## src/rtl/ps2_writer.sv

```systemverilog
// PS/2 host-to-device transmitter: inhibits the bus, issues request-to-send, then shifts one
// command byte (LSB first, odd parity, stop) out on device-generated clock edges and checks the ACK.
module ps2_writer #(
  parameter int INHIBIT_CYCLES = 6000,
  parameter int TIMEOUT_CYCLES = 1000000
) (
  input  logic       i_clk,
  input  logic       i_rst,
  input  logic [7:0] i_data,
  input  logic       i_data_valid,
  output logic       o_ready,
  output logic       o_busy,
  output logic       o_done,
  output logic       o_error,
  input  logic       i_ps2_clk,
  input  logic       i_ps2_data,
  output logic       o_ps2_clk_low,
  output logic       o_ps2_data_low
);
  localparam int IW = $clog2(INHIBIT_CYCLES + 1);
  localparam int TW = $clog2(TIMEOUT_CYCLES + 1);
  localparam logic [IW-1:0] INH_LAST = IW'(INHIBIT_CYCLES - 1);
  localparam logic [TW-1:0] TO_MAX   = TW'(TIMEOUT_CYCLES);

  typedef enum logic [2:0] {
    S_IDLE, S_INHIBIT, S_RELEASE, S_SEND, S_ACK, S_WAITIDLE
  } state_t;

  state_t        state_q, state_d;
  logic          clk_s1_q, clk_s2_q, clk_prev_q, dat_s1_q, dat_s2_q;
  logic [IW-1:0] inh_cnt_q, inh_cnt_d;
  logic [TW-1:0] to_cnt_q, to_cnt_d;
  logic [3:0]    bit_cnt_q, bit_cnt_d;
  logic          data_low_q, data_low_d;
  logic [8:0]    shift_q, shift_d;
  logic          fall, timing, timeout;

  function automatic logic odd_parity(input logic [7:0] d);
    return ~^d;
  endfunction

  // Synchronizers idle high so a released bus never looks like an edge after reset.
  always_ff @(posedge i_clk or posedge i_rst) begin
    if (i_rst) begin
      clk_s1_q   <= 1'b1;
      clk_s2_q   <= 1'b1;
      clk_prev_q <= 1'b1;
      dat_s1_q   <= 1'b1;
      dat_s2_q   <= 1'b1;
    end else begin
      clk_s1_q   <= i_ps2_clk;
      clk_s2_q   <= clk_s1_q;
      clk_prev_q <= clk_s2_q;
      dat_s1_q   <= i_ps2_data;
      dat_s2_q   <= dat_s1_q;
    end
  end

  assign fall    = clk_prev_q & ~clk_s2_q;
  assign timing  = (state_q == S_RELEASE) || (state_q == S_SEND) ||
                   (state_q == S_ACK) || (state_q == S_WAITIDLE);
  assign timeout = timing && (to_cnt_q == TO_MAX);

  always_comb begin
    state_d    = state_q;
    inh_cnt_d  = inh_cnt_q;
    to_cnt_d   = timing ? (to_cnt_q + TW'(1)) : to_cnt_q;
    bit_cnt_d  = bit_cnt_q;
    data_low_d = data_low_q;
    shift_d    = shift_q;
    o_done     = 1'b0;
    o_error    = 1'b0;
    case (state_q)
      S_IDLE: begin
        if (i_data_valid) begin
          shift_d    = {odd_parity(i_data), i_data};
          inh_cnt_d  = '0;
          to_cnt_d   = '0;
          bit_cnt_d  = '0;
          data_low_d = 1'b0;
          state_d    = S_INHIBIT;
        end
      end
      S_INHIBIT: begin
        if (inh_cnt_q == INH_LAST) begin
          data_low_d = 1'b1;
          state_d    = S_RELEASE;
        end else begin
          inh_cnt_d = inh_cnt_q + IW'(1);
        end
      end
      S_RELEASE: begin
        bit_cnt_d = '0;
        state_d   = S_SEND;
      end
      S_SEND: begin
        // Ones shift in from the top, so edge 10 naturally releases data for the stop bit.
        if (fall) begin
          bit_cnt_d  = bit_cnt_q + 4'd1;
          data_low_d = ~shift_q[0];
          shift_d    = {1'b1, shift_q[8:1]};
          if (bit_cnt_q == 4'd9) state_d = S_ACK;
        end
      end
      S_ACK: begin
        if (fall) begin
          if (!dat_s2_q) begin
            state_d = S_WAITIDLE;
          end else begin
            o_error = 1'b1;
            state_d = S_IDLE;
          end
        end
      end
      S_WAITIDLE: begin
        if (clk_s2_q && dat_s2_q) begin
          o_done  = 1'b1;
          state_d = S_IDLE;
        end
      end
      default: state_d = S_IDLE;
    endcase
    if (timeout) begin
      o_done     = 1'b0;
      o_error    = 1'b1;
      data_low_d = 1'b0;
      state_d    = S_IDLE;
    end
  end

  always_ff @(posedge i_clk or posedge i_rst) begin
    if (i_rst) begin
      state_q    <= S_IDLE;
      inh_cnt_q  <= '0;
      to_cnt_q   <= '0;
      bit_cnt_q  <= '0;
      data_low_q <= 1'b0;
    end else begin
      state_q    <= state_d;
      inh_cnt_q  <= inh_cnt_d;
      to_cnt_q   <= to_cnt_d;
      bit_cnt_q  <= bit_cnt_d;
      data_low_q <= data_low_d;
    end
  end

  always_ff @(posedge i_clk) begin
    shift_q <= shift_d;
  end

  // Line enables decode from state so an async reset drops them without a clock edge.
  assign o_ready        = (state_q == S_IDLE);
  assign o_busy         = (state_q != S_IDLE);
  assign o_ps2_clk_low  = (state_q == S_INHIBIT);
  assign o_ps2_data_low = (state_q == S_INHIBIT) ? (inh_cnt_q == INH_LAST) :
                          (((state_q == S_RELEASE) || (state_q == S_SEND)) && data_low_q && !timeout);
endmodule

```

## config.mk

```make
export PLATFORM = sky130hd
export DESIGN_NAME = ps2_writer
export DESIGN_NICKNAME = d
export VERILOG_FILES = /design/src/rtl/ps2_writer.sv
export SDC_FILE = /design/constraint.sdc
export NUM_CORES = 1
export LEC_CHECK = 0
export CORE_AREA = 2 2 86 88
export DETAILED_ROUTE_END_ITERATION = 10
export DIE_AREA = 0 0 88 90
export SLEW_MARGIN = 40
export SYNTH_ARGS = -nofsm -noshare
export SYNTH_HDL_FRONTEND = slang
export SYNTH_SLANG_ARGS = --single-unit
```

## constraint.sdc

```tcl
create_clock -name i_clk -period 3.4 [get_ports i_clk]
set_input_delay 0.51 -clock i_clk [delete_from_list [all_inputs] [get_ports i_clk]]
set_output_delay 0.51 -clock i_clk [all_outputs]
set_load 0.05 [all_outputs]
```

### After elaboration in Yosys (flattened, before gate mapping)

Index checks and enable logic that the tools add are counted.

| word-level totals | value |
|---|---|
| flip-flop bits (word level) | 55 |
| logic and storage cells | 88 |

| operators by class | value |
|---|---|
| $add $sub $neg | 3 |
| equal/unequal tests | 17 |
| muxes and demuxes | 34 |
| bitwise operators | 3 |
| reductions and logical operators | 20 |

Operators by type and width:

| kind | count |
|---|---|
| two-way mux 20 bit | 3 |
| two-way mux 13 bit | 2 |
| one-hot mux 13 bit (2 select lines) | 1 |
| two-way mux 3 bit | 8 |
| adder 20 x 1 -> 20 bit, second input constant | 1 |
| == test 20 bit, second input constant | 1 |
| two-way mux 9 bit | 2 |
| one-hot mux 3 bit (6 select lines) | 1 |
| one-hot mux 9 bit (2 select lines) | 1 |
| adder 13 x 1 -> 13 bit, second input constant | 1 |
| == test 13 bit, second input constant | 1 |
| two-way mux 1 bit | 12 |
| one-hot mux 4 bit (3 select lines) | 1 |
| inequality test 3 x 2 -> 1 bit, second input constant | 3 |
| AND reduction 3 bit | 3 |
| two-way mux 4 bit | 2 |
| XNOR reduction 8 bit | 1 |
| == test 3 x 2 -> 1 bit, second input constant | 2 |
| == test 3 bit, second input constant | 2 |
| inequality test 2 bit, second input constant | 3 |
| inequality test 3 bit, second input constant | 2 |
| AND reduction 6 bit | 1 |
| nonzero test 3 bit | 2 |
| adder 4 x 1 -> 4 bit, second input constant | 1 |
| 13 further kinds | 20 |

### Longest topological paths before layout

| logic depth | value |
|---|---|
| word-level depth | 8 |
| depth in mapped cells | 7 |
| mapped depth without buffers | 7 |

### Least setup slack after synthesis

No wires, ideal clock.

| path | value |
|---|---|
| kind | register -> output |
| start | register to_cnt_q[0] |
| end | output o_ps2_data_low |
| arrival | 1.745 ns |
| required time | 2.890 ns |
| slack | 1.145 ns |
| cell stages (with the launch flop) | 8 |
| path through | dfrtp_1 inv_1 ha_1 nor2b_1 nand4_1 nor4b_4 nor2_1 a32o_1 |

| between the ends | value |
|---|---|
| longest elaborated chain between the ends | 5 |

Ends and longest elaborated chain:

| what | line | source |
|---|---|---|
| from (decl) | 32 | `logic [TW-1:0] to_cnt_q, to_cnt_d;` |
| from (signal assigned) | 141 | `to_cnt_q <= to_cnt_d;` |
| == test 20 bit | 62 | `assign timeout = timing && (to_cnt_q == TO_MAX);` |
| logical AND 1 bit | 62 |  |
| logical NOT 1 bit | 156 | `(((state_q == S_RELEASE) \|\| (state_q == S_SEND)) && data_low_q && !timeout);` |
| logical AND 1 bit | 156 |  |
| two-way mux 1 bit | 155 | `assign o_ps2_data_low = (state_q == S_INHIBIT) ? (inh_cnt_q == INH_LAST) :` |
| to (decl) | 18 | `output logic o_ps2_data_low` |

Every way passes these cells.

### Worst setup path after layout

| path | value |
|---|---|
| start | register state_q[2] |
| end | output o_done |

| between the ends | value |
|---|---|
| longest elaborated chain between the ends | 6 |
| elaborated cells between the ends (all ways) | 10 |

Ends and longest elaborated chain:

| what | line | source |
|---|---|---|
| from (decl) | 29 | `state_t state_q, state_d;` |
| from (signal assigned) | 139 | `state_q <= state_d;` |
| == test 3 x 2 -> 1 bit | 60 | `assign timing = (state_q == S_RELEASE) \|\| (state_q == S_SEND) \|\|` |
| logical OR 1 bit (2 in a row) | 60 |  |
| logical OR 1 bit | 61 | `(state_q == S_ACK) \|\| (state_q == S_WAITIDLE);` |
| logical AND 1 bit | 62 |  |
| two-way mux 1 bit * | 123 | `if (timeout) begin` |
| to (decl) | 13 | `output logic o_done,` |

Mark *: on every way between the ends. The rest lies on a longest branch, timed or not.

==> out/results.ini <==
[sta]
max_freq_mhz=336
maxSlewViolCount=0
hold_violations=0
worstMarginPinSlew_ns=0.767
maxSlewHeadroom=0.486
finalCritPeriodShare=0.876
finalCriticalPeriod_ns=2.98
setup_tns_ns=0
finClkSkew_ns=0.0129
rsz0062_at_grt=no
finalSetupViolCount=0

[setup_path]
startpoint=state_q[2]
slowest_stage=clkdlybuf4s50_1
crit_family=buffers and inverters
crit_arrival_ns=2.47
path_max_fanout=13
crit_path_start_kind=flip-flop
r2r_slack_ns=1.20
cp_slowest_stage_delay_ns=0.69
r2r_start=state_q[1]
required_ns=2.89
critPathKind=flip-flop to output port
critical_path.endpoint_type=output port
critPathBufInv=2
path_cells=xor2_4, nor4b_4, buf_4, nor2_1, clkdlybuf4s50_1

[floorplan]
rows=31
start_util=0.427
chipHeight_um=90
die_w_um=88
ios=19
coreArea_um2=7020
dieArea_um2=7920

[synth]
ys_ff_latch=55
synth_ff_type=dfrtp_1
netlist_area_um2=3000
synthCells=296
ys_types=51
yosysWarnings=0
ys_seq_area_frac=0.476
syn_avg_cell_area_um2=10.1
synth_edf_count=9
async_flop_share=0.836
synth_nets=314

[global_routing]
antenna_found_initial=0
grt_max_degree=47
grt_usage=0.151
grt_pass1_vias=2052
grt_pass1_wl_um=9720
grt-ovfl-total=0

[cts]
cts_setup_buffers=0
cts-root-buf=clkbuf_8
clk_pin_slew_ns=0.09
ctsResizeCount=0
clock_path_buffers=2
numCtsBuffers=5
cts_tree=done
clk_latency_ns=0.31
hold_buffers=0
cts_num_sinks=55
h-tree-depth=2

[drt]
ant_nets=0
firstDrtPassIters=4
drtIter0Drc=131
vias=2141
wirelength_um=5580
viasPerCell=5.18
wl_per_cell_um=13.5
drcViolationCount=0

[power]
peakVddDrop_uv=184
leakagePower_nw=1.31
p_per_area_nw_per_um2=329

[cells_and_area]
multi_input_area_um2=1480
syn_to_final_growth_pct=12.6
num_antenna_cells=0
fillers=675
final_common_cell=dfrtp_1
drive_gt1_frac=0.118
regArea_um2=1430
final_cells=413
most-common-layout-cells=dfrtp_1 (41), nor2_1 (35), xnor2_1 (27)
fin_nets=331

[worst_hold_path]
min_from=clk_s1_q
hp-class=flip-flop to flip-flop

[placed_design]
place_hpwl_um=3730
place_inst=405
port_buffers=18
gp_congestion=0.747

[run_status]
status=completed

[run]
max-cap-violations=0

==> metal layers <==
layer,global-route usage,part of all wire,routed length (µm)
met1,0.212,0.50,2770
met3,0.0275,0.026,144
met4,0.0385,0.011,61
met2,0.239,0.47,2600
met5,0,0,0
==> cell type report <==
class                      count  area share
multi-input combinational    217       0.437
clock buffer                   7      0.0256
timing repair buffer          22      0.0608
sequential                    55       0.423
tap                           99      0.0367
inverter                      12      0.0141
clock inverter                 1     0.00259
==> cell families (layout without fill, tap and decap cells) <==
| logic type | count (synthesis) | after routing | synth area share |
|---|---|---|---|
| AO/OA/AOI/OAI | 46 | 46 | 0.101 |
| XOR/XNOR | 32 | 32 | 0.0997 |
| adder cells (fa/ha/maj) | 5 | 5 | 0.0209 |
| buffers and inverters | 24 | 42 | 0.0317 |
| flip-flops | 55 | 55 | 0.476 |
| multiplexers | 8 | 8 | 0.0300 |
| AND/OR/NAND/NOR | 126 | 126 | 0.241 |
==> synth_stat cells (2+ instances only) <==
library cell	n	area share
and2_1	4	0.0083
a32o_1	2	0.0067
nand4_1	6	0.013
xnor2_1	27	0.079
clkbuf_1	5	0.0063
o31ai_1	2	0.0050
a21o_1	2	0.0050
or3_1	6	0.013
nor4_1	6	0.013
a22o_1	2	0.0058
mux2_2	8	0.030
nand2b_1	4	0.0083
a211oi_1	3	0.0075
buf_1	3	0.0038
o21ai_0	14	0.023
a21oi_1	11	0.018
buf_2	4	0.0067
nor4_4	2	0.014
inv_1	11	0.014
nand2_1	20	0.025
dfstp_2	5	0.044
nor2b_1	3	0.0063
xor2_1	4	0.012
ha_1	5	0.021
nand3_1	11	0.018
nor2_1	35	0.044
o21a_1	3	0.0075
nand4_4	2	0.014
and4_1	2	0.0058
edfxtp_1	9	0.090
nor3_1	15	0.025
dfrtp_1	41	0.34
==> metrics by stage <==
step           worst slack (ns)   util  instance area, µm²  hold slack [ns]  power (mW)
2_1_floorplan              1.14      -                3000            0.345       0.721
3_3_place_gp              0.787  0.467                3280            0.346       0.744
3_5_place_dp              0.786  0.467                3280            0.348       0.745
4_1_cts                   0.417  0.481                3380            0.362        1.13
5_1_grt                   0.315  0.481                3380            0.370        1.16
6_report                  0.423  0.481                3380            0.361        1.11
==> power by group <==
group          leakage [nW]  switching, mW  internal [mW]  total [mW]
Clock                0.0489          0.211          0.169       0.380
Sequential            0.574        0.00225          0.676       0.678
Combinational         0.685         0.0251         0.0267      0.0519
Total                  1.31          0.239          0.871        1.11
==> flip-flops by register name, indices dropped and copies added, names as in the netlist <==
signal      flops
to_cnt_q       20
bit_cnt_q       4
dat_s1_q        1
state_q         3
dat_s2_q        1
clk_prev_q      1
clk_s2_q        1
data_low_q      1
clk_s1_q        1
inh_cnt_q      13
shift_q         9
==> path summary, 6_finish.rpt <==
| check | end | cells past startpoint |
|---|---|---|
| min | clk_s2_q | 0 |
| max in group asynchronous | dat_s1_q | 2 |
| min reg2reg | clk_s2_q | 0 |
| max reg2reg | inh_cnt_q[6] | 6 |
| min in group asynchronous | inh_cnt_q[4] | 2 |
| max | o_done | 5 |
==> worst register-to-register path, cell delays in order, from the launching register on <==
cell and delay [ns]:
dfrtp_1 0.45, buf_4 0.23, nor2_1 0.19, o21ai_1 0.30, a21o_1 0.32, or4_1 0.48
a21oi_1 0.15
Power figures use the tool's default switching activity.
